--- src/rtl/dm_copy_engine.sv ---
//------------------------------------------------------------------------------
// dm_copy_engine
//   Block-copy initiator for the data memory. On an accepted start command it
//   copies len words from src to dst, one word per RD/WR cycle pair, in
//   strictly ascending order. Address arithmetic wraps modulo 2**AW.
//   Overlapping ranges are copied forward with no direction reversal.
//
// Optional feature: define CHECKSUM_EN to add the csum output. csum is the
//   modulo-2**DW sum of the words written by the most recent command.
//
// Ports
//   clk        system clock, all state updates on posedge
//   rst        asynchronous, active-low reset
//   start      command strobe, sampled only in IDLE
//   src, dst   first source / destination address
//   len        word count, 0..2**AW (larger values are rejected via err)
//   busy       high in RD and WR states
//   done       one-cycle completion pulse
//   err        one-cycle pulse when a command is rejected
//   mem_addr   memory address
//   mem_wdata  memory write data (buffered word)
//   mem_w      memory write enable (memory commits on negedge while high)
//   mem_rdata  combinational read data for mem_addr
//   csum       checksum (CHECKSUM_EN only)
//------------------------------------------------------------------------------
module dm_copy_engine #(
    parameter int AW = 9,
    parameter int DW = 16
) (
    input  logic                 clk,
    input  logic                 rst,
    input  logic                 start,
    input  logic [AW-1:0]        src,
    input  logic [AW-1:0]        dst,
    input  logic [AW:0]          len,
    output logic                 busy,
    output logic                 done,
    output logic                 err,
    output logic [AW-1:0]        mem_addr,
    output logic signed [DW-1:0] mem_wdata,
    output logic                 mem_w,
    input  logic signed [DW-1:0] mem_rdata
`ifdef CHECKSUM_EN
    ,
    output logic [DW-1:0]        csum
`endif
);

    typedef enum logic [1:0] {
        S_IDLE,
        S_RD,
        S_WR,
        S_DONE
    } state_t;

    localparam logic [AW:0] LEN_MAX = {1'b1, {AW{1'b0}}};
    localparam logic [AW:0] IDX_ONE = {{AW{1'b0}}, 1'b1};

    state_t                state_q, state_d;
    logic [AW-1:0]         src_q, src_d;
    logic [AW-1:0]         dst_q, dst_d;
    logic [AW:0]           len_q, len_d;
    logic [AW:0]           idx_q, idx_d;
    logic signed [DW-1:0]  buf_q, buf_d;
    logic [AW-1:0]         addr_q, addr_d;
    logic                  w_q, w_d;
    logic                  busy_q, busy_d;
    logic                  done_q, done_d;
    logic                  err_q, err_d;
`ifdef CHECKSUM_EN
    logic [DW-1:0]         csum_q, csum_d;
`endif

    // Every output is a register; the next-state logic computes the value
    // each output must hold during the following cycle.
    always_comb begin
        state_d = state_q;
        src_d   = src_q;
        dst_d   = dst_q;
        len_d   = len_q;
        idx_d   = idx_q;
        buf_d   = buf_q;
        addr_d  = addr_q;
        w_d     = 1'b0;
        busy_d  = 1'b0;
        done_d  = 1'b0;
        err_d   = 1'b0;
`ifdef CHECKSUM_EN
        csum_d  = csum_q;
`endif
        unique case (state_q)
            S_IDLE: begin
                if (start) begin
                    if (len > LEN_MAX) begin
                        err_d = 1'b1;
                    end else if (len == '0) begin
                        state_d = S_DONE;
                        done_d  = 1'b1;
`ifdef CHECKSUM_EN
                        csum_d  = '0;
`endif
                    end else begin
                        state_d = S_RD;
                        src_d   = src;
                        dst_d   = dst;
                        len_d   = len;
                        idx_d   = '0;
                        addr_d  = src;
                        busy_d  = 1'b1;
`ifdef CHECKSUM_EN
                        csum_d  = '0;
`endif
                    end
                end
            end
            S_RD: begin
                state_d = S_WR;
                buf_d   = mem_rdata;
                addr_d  = dst_q + idx_q[AW-1:0];
                w_d     = 1'b1;
                busy_d  = 1'b1;
            end
            S_WR: begin
                idx_d = idx_q + IDX_ONE;
`ifdef CHECKSUM_EN
                csum_d = csum_q + buf_q;
`endif
                if (idx_d == len_q) begin
                    state_d = S_DONE;
                    done_d  = 1'b1;
                end else begin
                    state_d = S_RD;
                    addr_d  = src_q + idx_d[AW-1:0];
                    busy_d  = 1'b1;
                end
            end
            S_DONE: begin
                state_d = S_IDLE;
            end
            default: begin
                state_d = S_IDLE;
            end
        endcase
    end

    always_ff @(posedge clk or negedge rst) begin
        if (!rst) begin
            state_q <= S_IDLE;
            src_q   <= '0;
            dst_q   <= '0;
            len_q   <= '0;
            idx_q   <= '0;
            buf_q   <= '0;
            addr_q  <= '0;
            w_q     <= 1'b0;
            busy_q  <= 1'b0;
            done_q  <= 1'b0;
            err_q   <= 1'b0;
`ifdef CHECKSUM_EN
            csum_q  <= '0;
`endif
        end else begin
            state_q <= state_d;
            src_q   <= src_d;
            dst_q   <= dst_d;
            len_q   <= len_d;
            idx_q   <= idx_d;
            buf_q   <= buf_d;
            addr_q  <= addr_d;
            w_q     <= w_d;
            busy_q  <= busy_d;
            done_q  <= done_d;
            err_q   <= err_d;
`ifdef CHECKSUM_EN
            csum_q  <= csum_d;
`endif
        end
    end

    assign busy      = busy_q;
    assign done      = done_q;
    assign err       = err_q;
    assign mem_addr  = addr_q;
    assign mem_wdata = buf_q;
    assign mem_w     = w_q;
`ifdef CHECKSUM_EN
    assign csum      = csum_q;
`endif

endmodule

--- config.mk ---
export PLATFORM = sky130hd
export DESIGN_NAME = dm_copy_engine
export DESIGN_NICKNAME = d
export VERILOG_FILES = /design/src/rtl/dm_copy_engine.sv
export SDC_FILE = /design/constraint.sdc
export NUM_CORES = 1
export LEC_CHECK = 0
export CORE_ASPECT_RATIO = 1.5
export CORE_MARGIN = 2
export CORE_UTILIZATION = 30
export CTS_CLUSTER_DIAMETER = 60
export CTS_CLUSTER_SIZE = 14
export DETAILED_ROUTE_END_ITERATION = 8
export GPL_ROUTABILITY_DRIVEN = 0
export HOLD_SLACK_MARGIN = 0.06
export SLEW_MARGIN = 20
export SYNTH_ARGS = -nofsm -noshare
export SYNTH_HDL_FRONTEND = slang
export SYNTH_SLANG_ARGS = --single-unit
--- constraint.sdc ---
create_clock -name clk -period 4.89 [get_ports clk]
set_input_delay 1.467 -clock clk [delete_from_list [all_inputs] [get_ports clk]]
set_output_delay 1.467 -clock clk [all_outputs]
set_load 0.1 [all_outputs]
==> results of run 1 <==
==> layout make-up <==
type                       instances  area (um2)
multi-input combinational        262        2210
clock inverter                     4        70.1
tap                              159         199
inverter                          14        52.6
sequential                        69        1730
timing repair buffer              79         776
fill                            1271        7790
clock buffer                      12         256
==> worst register-to-register path, delay by kind of cell, from the launching register on <==
| family | cells | cell delay, ns |
|---|---|---|
| muxes | 1 | 0.26 |
| AOI/OAI and AO/OA | 3 | 1.36 |
| DFF | 1 | 0.48 |
| adders and majority gates | 2 | 0.70 |
| and+or+nand+nor | 2 | 0.33 |
==> metal layers <==
layer | track usage | up-vias
li1 | - | 1484
met1 | 0.166 | 1490
met2 | 0.254 | 60
met3 | 0.0316 | 22
met4 | 0.0651 | 0
met5 | 0 | -
==> registers in the layout (all words and copies together), names as in the netlist <==
signal     flops
idx_q         10
mem_addr       9
done           1
state_q        2
dst_q          9
mem_wdata     16
src_q          9
len_q         10
err            1
busy           1
mem_w          1
==> worst max path at each step <==
| stage | endpoint | depth (start not counted) | slack [ns] | start |
|---|---|---|---|---|
| floorplan | mem_addr[0]$_DFFE_PN0P_ | 5 | 1.44 | len[4] |
| global placement | mem_addr[8]$_DFFE_PN0P_ | 6 | 0.66 | len[4] |
| detailed placement | mem_addr[4]$_DFFE_PN0P_ | 6 | 0.61 | len[4] |
| CTS | mem_addr[4]$_DFFE_PN0P_ | 6 | 0.96 | len[4] |
| global route | src_q[4]$_DFFE_PN0P_ | 6 | 0.88 | len[4] |
| finish | mem_addr[0]$_DFFE_PN0P_ | 6 | 0.97 | len[4] |
==> layout by cell type (no fill, tap or decap), drive strengths merged, types with 5 or more instances in the layout <==
| master | n |
|---|---|
| a21oi | 14 |
| dfrtp | 69 |
| mux2 | 51 |
| a22oi | 5 |
| nand3 | 8 |
| nor2 | 21 |
| o21ai | 13 |
| xor2 | 10 |
| a31oi | 6 |
| ha | 21 |
| o21a | 6 |
| nand2 | 15 |
| a21o | 10 |
| clkbuf | 12 |
| clkdlybuf4s50 | 74 |
| inv | 14 |
| nor3 | 5 |
| xnor2 | 9 |
| buf | 5 |
==> metrics by stage <==
| step | area (um2) | utilization | instances | hold slack [ns] | setup WS (ns) |
|---|---|---|---|---|---|
| final | 5290 | 0.405 | 599 | 0.504 | 0.968 |
| after CTS | 5290 | 0.405 | 599 | 0.507 | 0.963 |
| after floorplan | 4040 | - | 357 | 0.478 | 1.44 |
| after detailed placement | 4970 | 0.380 | 583 | 0.494 | 0.612 |
| after global routing | 5290 | 0.405 | 599 | 0.525 | 0.876 |
| after global placement | 4970 | 0.380 | 583 | 0.492 | 0.664 |
==> cell families after synthesis <==
family | count (synthesis) | share of synthesized area
muxes | 54 | 0.150
xor gates and xnor gates | 24 | 0.0694
and+or+nand+nor | 82 | 0.109
adders and majority gates | 23 | 0.0750
buffers and inverters | 26 | 0.0257
DFF | 69 | 0.428
AOI/OAI and AO/OA | 79 | 0.143
==> metrics.txt, run 1 <==
Hold Path Sink dst_q[8]$_DFFE_PN0P_; Final #Nets 505; Worst Path Required 5.11 ns; DR WL met3 298 um; setup TNS 0 ns; Arrival @ worst endpoint 4.15 ns; worst skew pair latency 0.34 ns; CTS Sinks 69; max layer used met4; via count 3056; Distinct cells, synth 59; Syn Nets 427; slowest stage delay, CP 0.68 ns; fin crit period 3.92 ns; number of hold buffers added after CTS 0; Mapped Area 4040 um2; Period Utilization, post-route 0.802; Mapped Cells 357; width of the die 98.7 um; TritonRoute pass-1 iters 4; Final Hold Fails 0; count leader, synth dfrtp_1; DRT iter0 DRCs 130; sequential share of the synthesized area 0.428; hold path start dst_q[8]$_DFFE_PN0P_; routed wl met2 5210 um; crit path cell chain clkdlybuf4s50_1 -> or4_4 -> o31ai_2 -> a31oi_2 -> a311oi_4 -> mux2_2; r2r startpoint idx_q[0]$_DFFE_PN0P_; Port-buffer cells 75; Hold Path Cell Cnt 1; root buf cell clkbuf_16; initial antenna violation count 0; endpoints failing setup 0; diodes inserted 0; global-route wire length before repair 16400 um; clock-pin slew on the worst setup and hold paths 0.05 ns; slew at the pin with the worst max-slew slack 1.01 ns; Routed wire per std cell 16.4 um; Rel. slew slack 0.323; cell family with most CP delay compound AO/OA/AOI/OAI gates; highest clock rate 255 MHz; share of cells above drive strength 1 0.175; top_reg_cell synth dfrtp_1; number of global-route vias before repair 3158; Die Ht 146 um; area leader, netlist dfrtp_1; setup bufs post-CTS 0; share of the synthesized area in the top cell type 0.428; Buf+Inv Stages, Crit Path 1; vias per inst 5.10; global route overflow 0; Max-Cap Viols 0; pin count of the biggest net entering global routing 38; reg2reg path depth 8; flop-to-flop setup slack 1.64 ns; CTS tree done; EDFF count, synth 0; gr usage total 0.144; drt total wl 9800 um; core area 13100 um2; CTS buffer count 9; Synth top cells by count 69 x dfrtp_1, 49 x mux2_2, 21 x ha_1, 21 x nor2_1, 15 x nand2_1; #FFs+latches synth 69; Initial Utilization 0.309; fin. max-slew vios 0; DRT met1 WL 3990 um; Critical Path Fanout Max 9; Area contributors post-synth dfrtp_1 43%, mux2_2 14%, ha_1 6.5%; Critical Path Start Type primary input; Bufs on Longest Clock Path 2; Avg Cell Area, Syn 11.3 um2; Post-synth ARST share 1.00; die area 14400 um2; DRC 0; io pins 76; Slowest cell on crit path a311oi_4; Routed Antenna Nets 0; area grow syn2layout 31.1%; Setup Skew 0.00225 ns; class of the worst hold path reg -> reg; H-tree level count 3; Cell Rows 51; DPL Wire Length 7480 um; run status completed; # resized after CTS 0; YS warnings 0; FF-to-FF End mem_addr[8]$_DFFE_PN0P_; CP Capture Type flop; RSZ-0062 raised after global routing no; Crit Path Class in -> reg
Power of run 1 is not shown: default switching activity piles up to over one toggle a cycle in this logic, so the estimate is an artifact.
==> run 2, diff against run 1 <==
==> constraint.sdc (replaced) <==
create_clock -name clk -period 3.3 [get_ports clk]
set_input_delay 0.99 -clock clk [delete_from_list [all_inputs] [get_ports clk]]
set_output_delay 0.99 -clock clk [all_outputs]
set_load 0.1 [all_outputs]
==> metrics.txt, run 2 (synthesis gave the netlist of run 1 again) <==
DPL Wire Length 7720 um; diodes inserted 0; Final #Nets 523; width of the die 98.7 um; number of global-route vias before repair 3170; Non-Filler Instances 617; Rel. slew slack 0.563; gr usage total 0.143; commonest non-fill, non-tap cell in the layout dfrtp_1; class of the worst hold path reg -> reg; DRT met1 WL 4050 um; Crit Path Class in -> reg; highest clock rate 320 MHz; reg2reg path depth 11; Cell Rows 51; vias per inst 5.04; drt total wl 9900 um; TritonRoute pass-1 iters 5; global-route wire length before repair 16300 um; Period Utilization, post-route 0.947; Max-Cap Viols 0; core area 13100 um2; H-tree level count 3; Critical Path Fanout Max 10; r2r startpoint idx_q[0]$_DFFE_PN0P_; io pins 76; routed wl met2 5340 um; Routed Antenna Nets 0; Die Ht 146 um; Hold Path Cell Cnt 1; Bufs on Longest Clock Path 2; Arrival @ worst endpoint 3.35 ns; fin. max-slew vios 0; RSZ-0062 raised after global routing no; CTS tree done; area grow syn2layout 32.3%; DR WL met3 292 um; Hold Path Sink mem_wdata[15]$_DFFE_PN0P_; run status completed; DRT iter0 DRCs 111; Routed wire per std cell 16.1 um; max FFs per register 16; DRC 0; clock-pin slew on the worst setup and hold paths 0.06 ns; root buf cell clkbuf_16; share of cells above drive strength 1 0.275; CTS Sinks 69; endpoints failing setup 0; flop-to-flop setup slack 0.22 ns; pin count of the biggest net entering global routing 27; Final Hold Fails 0; number of hold buffers added after CTS 0; CP Capture Type flop; Setup Skew 0.00680 ns; worst skew pair latency 0.34 ns; Worst Path Required 3.52 ns; initial antenna violation count 0; Critical Path Start Type primary input; max layer used met4; FF-to-FF End mem_addr[8]$_DFFE_PN0P_; fin crit period 3.12 ns; Port-buffer cells 75; global route overflow 0; CTS buffer count 9; placed cell count 598; hold path start mem_wdata[15]$_DFFE_PN0P_; most frequent cells in the layout 69 x dfrtp_1, 51 x buf_4, 49 x mux2_2; fillers 1262; die area 14400 um2; via count 3110; slew at the pin with the worst max-slew slack 0.656 ns; Initial Utilization 0.309
## run 2: worst max path at each step
stage	startpoint	slack (ns)	end
2_1_floorplan	len[4]	0.33	mem_addr[0]$_DFFE_PN0P_
3_3_place_gp	len[4]	-0.34	mem_addr[7]$_DFFE_PN0P_
3_5_place_dp	len[4]	-0.39	mem_addr[3]$_DFFE_PN0P_
4_1_cts	idx_q[0]$_DFFE_PN0P_	0.003	mem_addr[8]$_DFFE_PN0P_
5_1_grt	len[4]	0.06	idx_q[9]$_DFFE_PN0P_
6_report	len[4]	0.18	idx_q[8]$_DFFE_PN0P_
## run 2: layer usage
layer,up-vias,GRT usage
li1,1517,-
met1,1528,0.162
met2,50,0.260
met3,15,0.0244
met4,0,0.0651
met5,-,0
## run 2: what timing repair did
item,4_1_cts,5_1_grt
hold endpoints to repair,0,0
setup buffers,0,3
pin swaps,1,1
gates resized for setup,0,2
endpoints found under the setup margin,8,8
## run 2: stage by stage
stage / utilization / TNS, ns / worst slack [ns] / hold slack [ns] / instance area [um2]
6_report: 0.408 / 0 / 0.176 / 0.506 / 5340
3_5_place_dp: 0.383 / -7.88 / -0.390 / 0.497 / 5010
4_1_cts: 0.406 / 0 / 0.00287 / 0.512 / 5310
2_1_floorplan: - / 0 / 0.325 / 0.478 / 4040
5_1_grt: 0.408 / 0 / 0.0615 / 0.521 / 5340
3_3_place_gp: 0.383 / -7.00 / -0.338 / 0.494 / 5010
## run 2: worst max-delay path, cell delays in order
cell and delay, ns:
clkdlybuf4s50_1 0.42, or4_4 0.56, or4_1 0.54, a31oi_2 0.27, nand2b_1 0.14, buf_4 0.16
o21ai_0 0.08, a21o_1 0.19
## run 2: area by class of cell
class / count / area [um2] / area share
multi-input cells: 262 / 2220 / 0.415
flip-flops and latches: 69 / 1730 / 0.323
repair buffers: 97 / 838 / 0.157
clock buffers: 9 / 225 / 0.0422
well taps: 159 / 199 / 0.0373
clock inverters: 7 / 80.1 / 0.0150
inverters: 14 / 52.6 / 0.00984
Power of run 2 is left out for the same reason.
==> run 3, diff against run 2 <==
--- a/config.mk
+++ b/config.mk
@@ -5,7 +5,7 @@
 export SDC_FILE = /design/constraint.sdc
 export NUM_CORES = 1
 export LEC_CHECK = 0
-export CORE_ASPECT_RATIO = 1.5
+export CORE_ASPECT_RATIO = 0.5
 export CORE_MARGIN = 2
 export CORE_UTILIZATION = 30
 export CTS_CLUSTER_DIAMETER = 60
==> constraint.sdc (replaced) <==
create_clock -name clk -period 3.7 [get_ports clk]
set_input_delay 1.11 -clock clk [delete_from_list [all_inputs] [get_ports clk]]
set_output_delay 1.11 -clock clk [all_outputs]
set_load 0.1 [all_outputs]
==> metrics.txt, run 3 (synthesis gave the netlist of run 1 again) <==
Initial Utilization 0.313; slowest stage delay, CP 0.72 ns; crit path cell chain clkdlybuf4s50_1 -> or4_4 -> o31ai_2 -> a31oi_2 -> a311oi_4 -> mux2_2; core area 12900 um2; fillers 1246; class of the worst hold path reg -> reg; DRT iter0 DRCs 154; Routed wire per std cell 15.4 um; vias per inst 4.88; endpoints failing setup 0; H-tree level count 3; diodes inserted 0; global route overflow 0; drt total wl 9410 um; CTS Sinks 69; Slowest cell on crit path a311oi_4; CTS tree done; gr usage total 0.140; DPL Wire Length 7030 um; share of cells above drive strength 1 0.244; clock-pin slew on the worst setup and hold paths 0.05 ns; pin count of the biggest net entering global routing 70; Bufs on Longest Clock Path 2; Max-Cap Viols 0; Worst Path Required 3.91 ns; Final #Nets 508; slew at the pin with the worst max-slew slack 0.896 ns; Multi-input gate area 2210 um2; cell family with most CP delay compound AO/OA/AOI/OAI gates; Crit Path Class in -> reg; CP Capture Type flop; via count 2992; Critical Path Start Type primary input; Placement Cell Area 4930 um2; post-layout instance area 5230 um2; Port-buffer cells 75; highest clock rate 284 MHz; number of hold buffers added after CTS 0; Period Utilization, post-route 0.951; max FFs per register 16; Critical Path Fanout Max 9; Cell Rows 29; CTS buffer count 9; Die Ht 86.0 um; Routed Antenna Nets 0; run status completed; Buf+Inv Stages, Crit Path 1; global-route wire length before repair 15700 um; setup bufs post-CTS 0; Rel. slew slack 0.403; # resized after CTS 0; fin. max-slew vios 0; die area 14500 um2; commonest non-fill, non-tap cell in the layout dfrtp_1; io pins 76; number of global-route vias before repair 3026; Arrival @ worst endpoint 3.73 ns; width of the die 168 um; most frequent cells in the layout 69 x dfrtp_1, 49 x mux2_2, 45 x clkdlybuf4s50_1; fin crit period 3.52 ns; worst skew pair latency 0.33 ns; Final Hold Fails 0; initial antenna violation count 0; final core utilization 0.406; RSZ-0062 raised after global routing no; Setup Skew 0.00622 ns; root buf cell clkbuf_16; TritonRoute pass-1 iters 4; DRC 0; area grow syn2layout 29.5%; Reg area 1730 um2
==> run 3: worst paths after layout <==
kind,from,to,slack [ns],depth (start not counted)
max in group asynchronous,rst,idx_q[6]$_DFFE_PN0P_,2.21,1
min in group asynchronous,rst,mem_wdata[0]$_DFFE_PN0P_,0.90,1
max,len[4],mem_addr[2]$_DFFE_PN0P_,0.18,6
min reg2reg,mem_wdata[0]$_DFFE_PN0P_,mem_wdata[0]$_DFFE_PN0P_,0.50,1
max reg2reg,idx_q[0]$_DFFE_PN0P_,mem_addr[8]$_DFFE_PN0P_,0.42,8
min,mem_wdata[0]$_DFFE_PN0P_,mem_wdata[0]$_DFFE_PN0P_,0.50,1
==> run 3: metrics by stage <==
stage | worst slack, ns | hold WS (ns) | setup TNS (ns) | std cells
final | 0.180 | 0.505 | 0 | 613
after global routing | 0.0916 | 0.513 | 0 | 613
after CTS | 0.211 | 0.509 | 0 | 613
after detailed placement | -0.109 | 0.496 | -0.834 | 597
after global placement | -0.0880 | 0.491 | -0.697 | 597
after floorplan | 0.605 | 0.478 | 0 | 357
==> run 3: layer usage <==
| metal | global-route usage | share of wire | routed length (um) | vias to the layer above |
|---|---|---|---|---|
| li1 | - | - | - | 1489 |
| met1 | 0.192 | 0.50 | 4680 | 1435 |
| met2 | 0.214 | 0.44 | 4120 | 58 |
| met3 | 0.0406 | 0.055 | 519 | 10 |
| met4 | 0.0395 | 0.0097 | 91 | 0 |
| met5 | 0 | 0 | 0 | - |
==> run 3: worst reg2reg max path, cell delays in order, from the launching register on <==
cell and delay, ns:
dfrtp_1 0.47, ha_1 0.27, fa_1 0.44, a211o_1 0.33, a2111oi_0 0.71, or4_1 0.21
nand4_1 0.11, o32a_1 0.38, mux2_2 0.26
==> run 3: area by class of cell <==
type	instances	area share
Inverter	14	0.0101
Sequential cell	69	0.330
Tap cell	170	0.0407
Clock buffer	12	0.0472
Multi-Input combinational cell	262	0.423
Clock inverter	4	0.00910
Timing Repair Buffer	82	0.139
Power of run 3 is left out for the same reason.
